===== src/rtl/muldiv_hilo_writer.sv =====
// Iterative multiply/divide unit that produces the Hi/Lo register write.
// One operand bit is processed per RUN cycle: shift-add for MULT/MULTU and
// restoring division for DIV/DIVU. Signed ops work on magnitudes, and the
// signs are applied in FIX. The result is presented in WRITE with one-cycle
// HiLE/LoLE enables. HiOut/LoOut hold their value until the next result.
module muldiv_hilo_writer #(
  parameter int WIDTH = 32,
  parameter int ITER  = 32
) (
  input  logic             Clk,
  input  logic             Rst_n,
  input  logic             Start,
  input  logic [1:0]       Op,
  input  logic [WIDTH-1:0] A,
  input  logic [WIDTH-1:0] B,
  input  logic             Cancel,
  output logic             Busy,
  output logic             Done,
  output logic             HiLE,
  output logic             LoLE,
  output logic [WIDTH-1:0] HiOut,
  output logic [WIDTH-1:0] LoOut,
  output logic             DivZero
);

  localparam int CW = (ITER > 1) ? $clog2(ITER) : 1;

  localparam logic [2:0] S_IDLE  = 3'd0;
  localparam logic [2:0] S_PREP  = 3'd1;
  localparam logic [2:0] S_RUN   = 3'd2;
  localparam logic [2:0] S_FIX   = 3'd3;
  localparam logic [2:0] S_WRITE = 3'd4;

  localparam logic [CW-1:0]      CNT_LOAD = CW'(ITER - 1);
  localparam logic [CW-1:0]      CNT_ZERO = {CW{1'b0}};
  localparam logic [CW-1:0]      CNT_ONE  = {{(CW-1){1'b0}}, 1'b1};
  localparam logic [WIDTH-1:0]   W_ZERO   = {WIDTH{1'b0}};
  localparam logic [WIDTH-1:0]   W_ONE    = {{(WIDTH-1){1'b0}}, 1'b1};
  localparam logic [WIDTH-1:0]   W_ONES   = {WIDTH{1'b1}};
  localparam logic [WIDTH:0]     X_ZERO   = {(WIDTH+1){1'b0}};
  localparam logic [2*WIDTH-1:0] P_ONE    = {{(2*WIDTH-1){1'b0}}, 1'b1};

  // Unsigned magnitude of an operand; 0x80000000 maps to +2^31 without overflow.
  function automatic logic [WIDTH:0] magnitude(input logic [WIDTH-1:0] v,
                                               input logic is_signed);
    logic [WIDTH:0] m;
    if (is_signed && v[WIDTH-1]) begin
      m = {1'b0, ~v + W_ONE};
    end else begin
      m = {1'b0, v};
    end
    return m;
  endfunction

  // State and latched operands
  logic [2:0]       state_q, state_d;
  logic [1:0]       op_q, op_d;
  logic [WIDTH-1:0] a_q, a_d, b_q, b_d;
  logic             neg_q, neg_d;      // quotient/product must be negated
  logic             rneg_q, rneg_d;    // remainder takes a negative sign
  // Working registers: rem = product high / partial remainder,
  // quo = multiplier / quotient bits, dvs = multiplicand / divisor.
  logic [WIDTH:0]   rem_q, rem_d;
  logic [WIDTH-1:0] quo_q, quo_d;
  logic [WIDTH:0]   dvs_q, dvs_d;
  logic [CW-1:0]    cnt_q, cnt_d;
  // Output registers
  logic [WIDTH-1:0] hi_q, hi_d, lo_q, lo_d;
  logic             done_q, done_d, dz_q, dz_d, busy_q, busy_d;

  logic             is_signed_s, is_div_s;
  logic [WIDTH:0]   mag_a_s, mag_b_s;
  logic [WIDTH:0]   mul_sum_s, div_shift_s, div_diff_s;
  logic             div_ge_s;
  logic [2*WIDTH-1:0] prod_s;
  logic [WIDTH-1:0] fix_hi_s, fix_lo_s;
  logic             fix_dz_s;

  assign is_signed_s = ~op_q[0];
  assign is_div_s    = op_q[1];
  assign mag_a_s     = magnitude(a_q, is_signed_s);
  assign mag_b_s     = magnitude(b_q, is_signed_s);
  assign mul_sum_s   = rem_q + (quo_q[0] ? dvs_q : X_ZERO);
  assign div_shift_s = {rem_q[WIDTH-1:0], quo_q[WIDTH-1]};
  assign div_ge_s    = (div_shift_s >= dvs_q);
  assign div_diff_s  = div_shift_s - dvs_q;
  assign prod_s      = {rem_q[WIDTH-1:0], quo_q};

  // Final result selection: sign fix-up, divide-by-zero override, Hi/Lo mapping
  always_comb begin
    fix_hi_s = W_ZERO;
    fix_lo_s = W_ZERO;
    fix_dz_s = 1'b0;
    if (!is_div_s) begin
      if (neg_q) begin
        {fix_hi_s, fix_lo_s} = ~prod_s + P_ONE;
      end else begin
        {fix_hi_s, fix_lo_s} = prod_s;
      end
    end else if (b_q == W_ZERO) begin
      fix_hi_s = a_q;
      fix_lo_s = W_ONES;
      fix_dz_s = 1'b1;
    end else begin
      fix_lo_s = neg_q  ? (~quo_q + W_ONE) : quo_q;
      fix_hi_s = rneg_q ? (~rem_q[WIDTH-1:0] + W_ONE) : rem_q[WIDTH-1:0];
    end
  end

  // Next-state and datapath control for the IDLE/PREP/RUN/FIX/WRITE sequence
  always_comb begin
    state_d = state_q;
    op_d    = op_q;
    a_d     = a_q;
    b_d     = b_q;
    neg_d   = neg_q;
    rneg_d  = rneg_q;
    rem_d   = rem_q;
    quo_d   = quo_q;
    dvs_d   = dvs_q;
    cnt_d   = cnt_q;
    hi_d    = hi_q;
    lo_d    = lo_q;
    done_d  = 1'b0;
    dz_d    = 1'b0;
    case (state_q)
      S_IDLE: begin
        if (Cancel) begin
          state_d = S_IDLE;
        end else if (Start) begin
          op_d    = Op;
          a_d     = A;
          b_d     = B;
          state_d = S_PREP;
        end else begin
          state_d = S_IDLE;
        end
      end
      S_PREP: begin
        if (Cancel) begin
          state_d = S_IDLE;
        end else begin
          neg_d  = is_signed_s & (a_q[WIDTH-1] ^ b_q[WIDTH-1]);
          rneg_d = is_signed_s & a_q[WIDTH-1];
          rem_d  = X_ZERO;
          cnt_d  = CNT_LOAD;
          if (is_div_s) begin
            quo_d = mag_a_s[WIDTH-1:0];
            dvs_d = mag_b_s;
          end else begin
            quo_d = mag_b_s[WIDTH-1:0];
            dvs_d = mag_a_s;
          end
          state_d = S_RUN;
        end
      end
      S_RUN: begin
        if (Cancel) begin
          state_d = S_IDLE;
        end else begin
          if (is_div_s) begin
            rem_d = div_ge_s ? div_diff_s : div_shift_s;
            quo_d = {quo_q[WIDTH-2:0], div_ge_s};
          end else begin
            rem_d = {1'b0, mul_sum_s[WIDTH:1]};
            quo_d = {mul_sum_s[0], quo_q[WIDTH-1:1]};
          end
          if (cnt_q == CNT_ZERO) begin
            state_d = S_FIX;
          end else begin
            cnt_d = cnt_q - CNT_ONE;
          end
        end
      end
      S_FIX: begin
        if (Cancel) begin
          state_d = S_IDLE;
        end else begin
          hi_d    = fix_hi_s;
          lo_d    = fix_lo_s;
          dz_d    = fix_dz_s;
          done_d  = 1'b1;
          state_d = S_WRITE;
        end
      end
      S_WRITE: begin
        state_d = S_IDLE;
      end
      default: begin
        state_d = S_IDLE;
      end
    endcase
    busy_d = (state_d != S_IDLE);
  end

  // State, working and output registers with asynchronous clear
  always_ff @(posedge Clk or negedge Rst_n) begin
    if (!Rst_n) begin
      state_q <= S_IDLE;
      op_q    <= 2'b00;
      a_q     <= W_ZERO;
      b_q     <= W_ZERO;
      neg_q   <= 1'b0;
      rneg_q  <= 1'b0;
      rem_q   <= X_ZERO;
      quo_q   <= W_ZERO;
      dvs_q   <= X_ZERO;
      cnt_q   <= CNT_ZERO;
      hi_q    <= W_ZERO;
      lo_q    <= W_ZERO;
      done_q  <= 1'b0;
      dz_q    <= 1'b0;
      busy_q  <= 1'b0;
    end else begin
      state_q <= state_d;
      op_q    <= op_d;
      a_q     <= a_d;
      b_q     <= b_d;
      neg_q   <= neg_d;
      rneg_q  <= rneg_d;
      rem_q   <= rem_d;
      quo_q   <= quo_d;
      dvs_q   <= dvs_d;
      cnt_q   <= cnt_d;
      hi_q    <= hi_d;
      lo_q    <= lo_d;
      done_q  <= done_d;
      dz_q    <= dz_d;
      busy_q  <= busy_d;
    end
  end

  assign Busy    = busy_q;
  assign Done    = done_q;
  assign HiLE    = done_q;
  assign LoLE    = done_q;
  assign DivZero = dz_q;
  assign HiOut   = hi_q;
  assign LoOut   = lo_q;

endmodule

===== config.mk =====
export PLATFORM = sky130hd
export DESIGN_NAME = muldiv_hilo_writer
export DESIGN_NICKNAME = d
export VERILOG_FILES = /design/src/rtl/muldiv_hilo_writer.sv
export SDC_FILE = /design/constraint.sdc
export NUM_CORES = 1
export LEC_CHECK = 0
export ABC_AREA = 1
export BUFFER_PORTS_ARGS = -buffer_cell sky130_fd_sc_hd__clkbuf_2
export CORE_UTILIZATION = 39
export DETAILED_ROUTE_END_ITERATION = 10
export PLACE_DENSITY = 0.57
export SLEW_MARGIN = 20
export SYNTH_ARGS = -nofsm -noshare
export SYNTH_HDL_FRONTEND = slang
export SYNTH_SLANG_ARGS = --single-unit
export TNS_END_PERCENT = 20

===== constraint.sdc =====
create_clock -name Clk -period 2.39 [get_ports Clk]
set_input_delay 0.478 -clock Clk [delete_from_list [all_inputs] [get_ports Clk]]
set_output_delay 0.478 -clock Clk [all_outputs]
set_load 0.05 [all_outputs]

==> results of run 1 <==
==> final cells by class <==
cell class | count | area (um^2) | area share
clock inverters | 18 | 223 | 0.00755
multi-input cells | 2692 | 14600 | 0.494
clock buffers | 38 | 831 | 0.0282
inverters | 457 | 1730 | 0.0586
well taps | 696 | 871 | 0.0295
flip-flops and latches | 240 | 6020 | 0.204
repair buffers | 700 | 5240 | 0.178
==> repair_timing <==
action | CTS | global route
pin swaps | 41 | 55
hold buffers | 1 | 0
hold endpoints to repair | 26 | 0
gates resized for setup | 159 | 240
endpoints found under the setup margin | 39 | 99
cloned | 1 | 1
setup buffers | 23 | 12
==> worst max-delay path, stage by stage, from the launching register on <==
cell and delay (ns):
dfrtp_1 0.44, nand2_1 0.08, inv_1 0.06, ha_2 0.18, inv_2 0.04, fa_2 0.37, inv_2 0.07, nand2_2 0.05
o21ai_1 0.13, buf_4 0.15, nand2_2 0.05, nand2_2 0.10, nand2_2 0.07, nand2_4 0.09, nand2_2 0.07, nand2_1 0.07
nand2_1 0.05, nand3_1 0.06, nand2_1 0.06, nand2_1 0.07, nand2_1 0.04
==> state kept, by name (all words and copies together), names as in the netlist <==
| register | cells |
|---|---|
| rem_q | 33 |
| HiOut | 32 |
| LoOut | 32 |
| a_q | 32 |
| b_q | 32 |
| dvs_q | 32 |
| quo_q | 32 |
| cnt_q | 5 |
| state_q | 3 |
| op_q | 2 |
| Busy | 1 |
| DivZero | 1 |
| Done | 1 |
| neg_q | 1 |
| rneg_q | 1 |
==> power by group through the flow <==
stage	logic (mW)	registers [mW]	clock network [mW]
2_1_floorplan	13.8	8.63	0
3_3_place_gp	28.8	7.09	0
3_5_place_dp	28.7	7.11	0
4_1_cts	30.5	7.07	4.89
5_1_grt	35.6	7.38	5.06
6_report	33.1	7.24	4.85
==> kinds of logic after synthesis <==
family                   Yosys count  synth area share
adder cells (fa/ha/maj)           71            0.0424
AO/OA/AOI/OAI                    491             0.126
XOR/XNOR                          81            0.0333
buffers and inverters            584             0.107
multiplexers                      10           0.00505
AND/OR/NAND/NOR                 2039             0.405
flip-flops                       240             0.282
==> per-layer routing <==
layer  up-vias  global-route usage  part of all wire
met5         -                   0                 0
met4         0               0.154             0.052
met3       216              0.0630             0.098
met2      1173               0.497              0.40
met1     11800               0.509              0.44
li1      12500                   -                 -
==> final timing paths <==
| kind | slack (ns) | cells after the start | startpoint | to |
|---|---|---|---|---|
| hold / removal | 0.07 | 2 | A[31] | a_q[31] |
| setup / recovery | -0.08 | 20 | dvs_q[0] | rem_q[29] |
| setup reg to reg | -0.08 | 20 | dvs_q[0] | rem_q[29] |
| hold reg to reg | 0.48 | 2 | HiOut[11] | HiOut[11] |
| max in group asynchronous | 1.28 | 3 | Rst_n | LoOut[30] |
| min in group asynchronous | 0.30 | 2 | Rst_n | cnt_q[1] |
==> per-stage QoR <==
step	std cells	setup slack, ns	total power [mW]
after floorplan	3516	-0.0103	22.4
after global placement	4748	-0.185	35.8
after detailed placement	4748	-0.198	35.8
after CTS	4829	-0.0292	42.4
after global routing	4841	-0.231	48.0
final	4841	-0.0788	45.2
==> cell usage in the layout (no fill, tap or decap), types with 5 or more instances in the layout <==
master     netlist  layout
clkbuf_2         0     137
xor2_1          73      70
nand3_2          0      26
dfrtp_2          0       8
nor2_2          14      59
buf_4            3     529
nor2_4           5      17
inv_2            8      42
nand2_1       1061     975
ha_4             0      53
inv_1          445     409
o21ai_0        151     125
xnor2_1          8       7
o21ai_1         23      43
buf_6            4      10
nand2_2          2      82
clkbuf_8         0       5
o21bai_1        17      16
clkinv_2         0      10
nand4_1         55      55
o21ai_2          1       7
nand3b_1        17      17
clkbuf_16        0      31
o221ai_1         6       6
o211ai_1        27      27
a21oi_1        217     191
nand2_4          3       9
nor3_2           1      10
nand3_1        382     354
a21oi_2          0      25
ha_1            69      14
nor2_1         433     376
o22ai_1         29      29
a31oi_1          6       6
buf_12           0      21
dfrtp_1        240     231
mux2_2           6       6
or2_2           12      12
nor3_1          39      27
==> metrics.md, run 1 <==
| Metric | Value |
|---|---|
| Initial antenna violation count | `1` |
| Max Cap Violations | `0` |
| H-tree depth | `1` |
| Worst-margin pin slew | `0.714 ns` |
| Port bufs | `~140` |
| Leakage power | `between 15 and 20 nW` |
| Finished Cell Area | `29,500 um^2` |
| Via count of the first global-routing pass | `between 20,000 and 25,000` |
| RSZ-0062 raised after global routing | `true` |
| Worst EP required | `approximately 2.9 ns` |
| Synth top area share | `0.282` |
| Vias per cell | `5.31` |
| Total negative setup slack | `-0.689 ns` |
| Critical Path AT | `2.93 ns` |
| Setup violators final | `14` |
| Initial Util | `0.395` |
| Power Internal | `21.7 mW` |
| Post-synth EDFFs | `0` |
| Cells after Synth | `3,516` |
| Core Util, Final | `0.547` |
| Global-route wire length before repair | `147,000 um` |
| Synth Flop Type | `dfrtp_1` |
| Sw Ratio | `0.519` |
| Die footprint | `55,600 um^2` |
| Switching Power | `23.4 mW` |
| Worst Setup Slack, final | `-0.0788 ns` |
| Initial DRT Pass Iterations | `7` |
| Syn_area_per_cell | `between 6 and 7 um^2` |
| Worst-path clk slew | `0.07 ns` |
| Slew headroom | `0.521` |
| Post-synth ARST share | `1.00` |
| Total global-route track usage | `0.349` |
| Antenna diodes | `0` |
| Net Count, Synth | `3,657` |
| Critical Path Fanout Max | `3` |
| Final nets | `4,262` |
| Rows | `85` |
| Synthesis-to-layout area growth | `38.4%` |
| Clock Power Share | `0.107` |
| Core ar. | `between 50,000 and 60,000 um^2` |
| Hold WS | `0.0722 ns` |
| Min-Delay Path Class | `in -> reg` |
| Post-route ant nets | `0` |
| Combinational share of power | `0.732` |
| Largest net degree at the start of global routing | `108` |
| Die width | `236 um` |
| Netlist Area Pre-Place | `21,300 um^2` |
| Num ports | `139` |
| Worst setup EP type | `register` |
| Area after DPL | `approximately 27,000 um^2` |
| #FFs+latches synth | `240` |
| Register area share after synthesis | `0.282` |
| Clk Latency, worst-skew pair | `around 0.63 ns` |
| Ys Warns | `0` |
| Synth top area cells | `dfrtp_1 28%, nand2_1 19%, nand3_1 9.0%` |
| Routability cong. | `between 1 and 1.5` |
| Worst setup SP type | `register` |
| Synth area leader | `dfrtp_1` |
| Yosys cell types | `53` |
| Failing checks | `negative setup slack` |
| Final Hold Violating Endpoints | `0` |
| Fin crit share | `1.03` |
| DPL Wire Length | `approximately 80,000 um` |
| CTS buffer count | `30` |
| Most instantiated cells after synthesis | `1,061 x nand2_1, 445 x inv_1, 433 x nor2_1, 382 x nand3_1, 240 x dfrtp_1` |
| Number of fill cells | `5,516` |
| Minimum clock period | `2.47 ns` |
| Power Dens Cells | `1530 nW/um^2` |
| Residual DRC | `0` |
| Clk_skew | `0.0700 ns` |
| Share of cells above drive strength 1 | `0.274` |
| CTS Buffer Depth | `3` |
| Max-slew violation count | `0` |
| Maximum vdd drop | `0.718 mV` |
| Vias | `25,700` |
| CTS tree | `built` |
| WL final | `~100,000 um` |
| DR WL/cell | `a little over 20 um` |
| Sink Count | `240` |
| CTS Root Cell | `clkbuf_16` |
| DR iter-0 viols | `3,024` |
| Most frequent cell after synthesis | `nand2_1` |
| Status | `finished with violations` |
| Die height | `236 um` |
| Seq pwr share | `0.160` |
| Global route overflow | `0` |
| Max Freq | `405 MHz` |
| Crit Path Class | `reg -> reg` |
No activity file was read; power rests on OpenSTA's default activity.
==> run 2, diff against run 1 <==
--- a/config.mk
+++ b/config.mk
@@ -8,6 +8,8 @@
 export ABC_AREA = 1
 export BUFFER_PORTS_ARGS = -buffer_cell sky130_fd_sc_hd__clkbuf_2
 export CORE_UTILIZATION = 39
+export CTS_BUF_LIST = sky130_fd_sc_hd__clkbuf_2
+export CTS_CLUSTER_SIZE = 30
 export DETAILED_ROUTE_END_ITERATION = 10
 export PLACE_DENSITY = 0.57
 export SLEW_MARGIN = 20
==> metrics.md, run 2 (synthesis gave the netlist of run 1 again) <==
| Metric | Value |
|---|---|
| Status | `finished with violations` |
| Failing checks | `negative setup slack` |
| Num ports | `139` |
| Minimum clock period | `roughly 2.5 ns` |
| Fin crit share | `1.03` |
| CTS Buffer Depth | `3` |
| Synthesis-to-layout area growth | `41.6%` |
| Port bufs | `138` |
| Max FFs per register | `33` |
| Cell depth of the worst hold path | `4` |
| Largest net degree at the start of global routing | `roughly 110` |
| H-tree depth | `3` |
| Sink Count | `240` |
| Die height | `about 240 um` |
| Setup violators final | `16` |
| Critical R2R Capture | `rem_q[17]` |
| WL final | `102,000 um` |
| Reg2Reg Setup Slack | `-0.08 ns` |
| Maximum vdd drop | `0.655 mV` |
| Clk_skew | `0.131 ns` |
| Worst path max stage delay | `about 0.52 ns` |
| Global-route wire length before repair | `148,000 um` |
| Worst r2r path cells | `16` |
| Critical Path AT | `3.40 ns` |
| Max Freq | `406 MHz` |
| Worst-path cell chain | `clkbuf_16, nand2_4, inv_2, ha_4, buf_6, nand2_1, nor2_2, inv_1, nor2_2, nand4_1, nand3_1, nand2_1, nand3_2, nand2_1, nand3_1, nand2_1` |
| Cell mode on critical path | `nand2_1` |
| DR iter-0 viols | `2,659` |
| Initial DRT Pass Iterations | `8` |
| Routability cong. | `1.04` |
| Crit Path Class | `reg -> reg` |
| DR WL/cell | `20.4 um` |
| Worst-path clk slew | `0.10 ns` |
| Total global-route track usage | `0.356` |
| Largest Register | `rem_q` |
| Core ar. | `~54,000 um^2` |
| DPL Wire Length | `79,600 um` |
| CTS Root Cell | `clkbuf_2` |
| CTS buffer count | `a little under 70` |
| Initial antenna violation count | `4` |
| Worst-margin pin slew | `0.727 ns` |
| Share of cells above drive strength 1 | `0.286` |
| Via count of the first global-routing pass | `24,300` |
| Slew headroom | `0.512` |
| Critical Path Fanout Max | `7` |
| Leakage power | `15.4 nW` |
| Worst Setup Slack, final | `-0.0751 ns` |
| Max Cap Violations | `0` |
| Worst setup EP type | `register` |
| Crit-path slowest cell | `dfrtp_2` |
| Max-slew violation count | `0` |
| Cell family with most CP delay | `simple AND/OR/NAND/NOR gates` |
| FF-to-FF Start | `quo_q[0]` |
| WHS Endpoint | `b_q[13]` |
| CTS tree | `built` |
| Die footprint | `between 50,000 and 60,000 um^2` |
| Vias per cell | `5.32` |
| Hold path startpoint | `B[13]` |
| Worst Path Buf+Inv | `4` |
| Vias | `26,500` |
| RSZ-0062 raised after global routing | `true` |
| Most frequent cells in the layout | `965 x nand2_1, 531 x buf_4, 400 x inv_1, 376 x nor2_1, 349 x nand3_1` |
| Pre-CTS WS | `-0.198 ns` |
| Rows | `85` |
| Initial Util | `0.395` |
| Global route overflow | `0` |
| Worst setup SP type | `register` |
| Most common cell after layout, fill and taps aside | `nand2_1` |
| Clk Latency, worst-skew pair | `between 1 and 1.5 ns` |
| WP depth | `16` |
| Total power | `around 45 mW` |
| Power Dens Cells | `1480 nW/um^2` |
| Final nets | `around 4,400` |
| Core Util, Final | `0.560` |
| Die width | `~240 um` |
| Residual DRC | `0` |
| Min-Delay Path Class | `in -> reg` |
| Hold WS | `0.185 ns` |
| Worst EP required | `3.33 ns` |
| Final Hold Violating Endpoints | `0` |
| Post-route ant nets | `0` |
run 2: area by class of cell:
type	instances	area, um^2
antenna	3	7.51
sequential	240	6030
multi-input combinational	2692	14800
timing repair buffer	785	6120
tap	696	871
clock buffer	92	460
inverter	457	1740
fill	5468	23800
clock inverter	16	123
run 2: stage by stage:
step / area, um^2 / instances / setup TNS, ns
finish: 30200 / 4981 / -0.425
global route: 30200 / 4981 / -3.10
CTS: 28200 / 4945 / -0.251
detailed placement: 26500 / 4748 / -2.03
global placement: 26500 / 4748 / -1.63
floorplan: 21300 / 3516 / -0.0197
run 2: how the worst max path moves through the flow:
stage,start,endpoint
2_1_floorplan,quo_q[0],rem_q[5]
3_3_place_gp,quo_q[0],rem_q[18]
3_5_place_dp,quo_q[0],rem_q[18]
4_1_cts,quo_q[0],rem_q[30]
5_1_grt,dvs_q[12],rem_q[17]
6_report,quo_q[0],rem_q[17]
run 2: report_power, final:
part | internal (mW) | switching, mW | total (mW)
clock network | 1.25 | 1.93 | 3.18
registers | 5.61 | 1.67 | 7.28
logic | 13.8 | 20.3 | 34.1
run 2: routing by layer:
metal / up-vias / track usage / routed length, um
li1: 12800 / - / -
met1: 12300 / 0.507 / 44600
met2: 1202 / 0.507 / 41700
met3: 224 / 0.0820 / 10000
met4: 4 / 0.162 / 5230
met5: - / 0 / 26
run 2: timing repair:
action | CTS | global route
gates resized for setup | 50 | 416
buffers inserted | 9 | 29
hold endpoints to repair | 332 | 0
gates cloned | 0 | 4
hold buffers | 80 | 0
endpoints found under the setup margin | 37 | 91
pin swaps | 12 | 101
run 2: worst reg2reg max path: cells and delay by family, from the launching register on:
kind / cells / cell delay [ns]
adder cells (fa/ha/maj): 1 / 0.26
buffers and inverters: 4 / 0.48
flip-flops: 1 / 0.52
AND/OR/NAND/NOR: 11 / 1.13
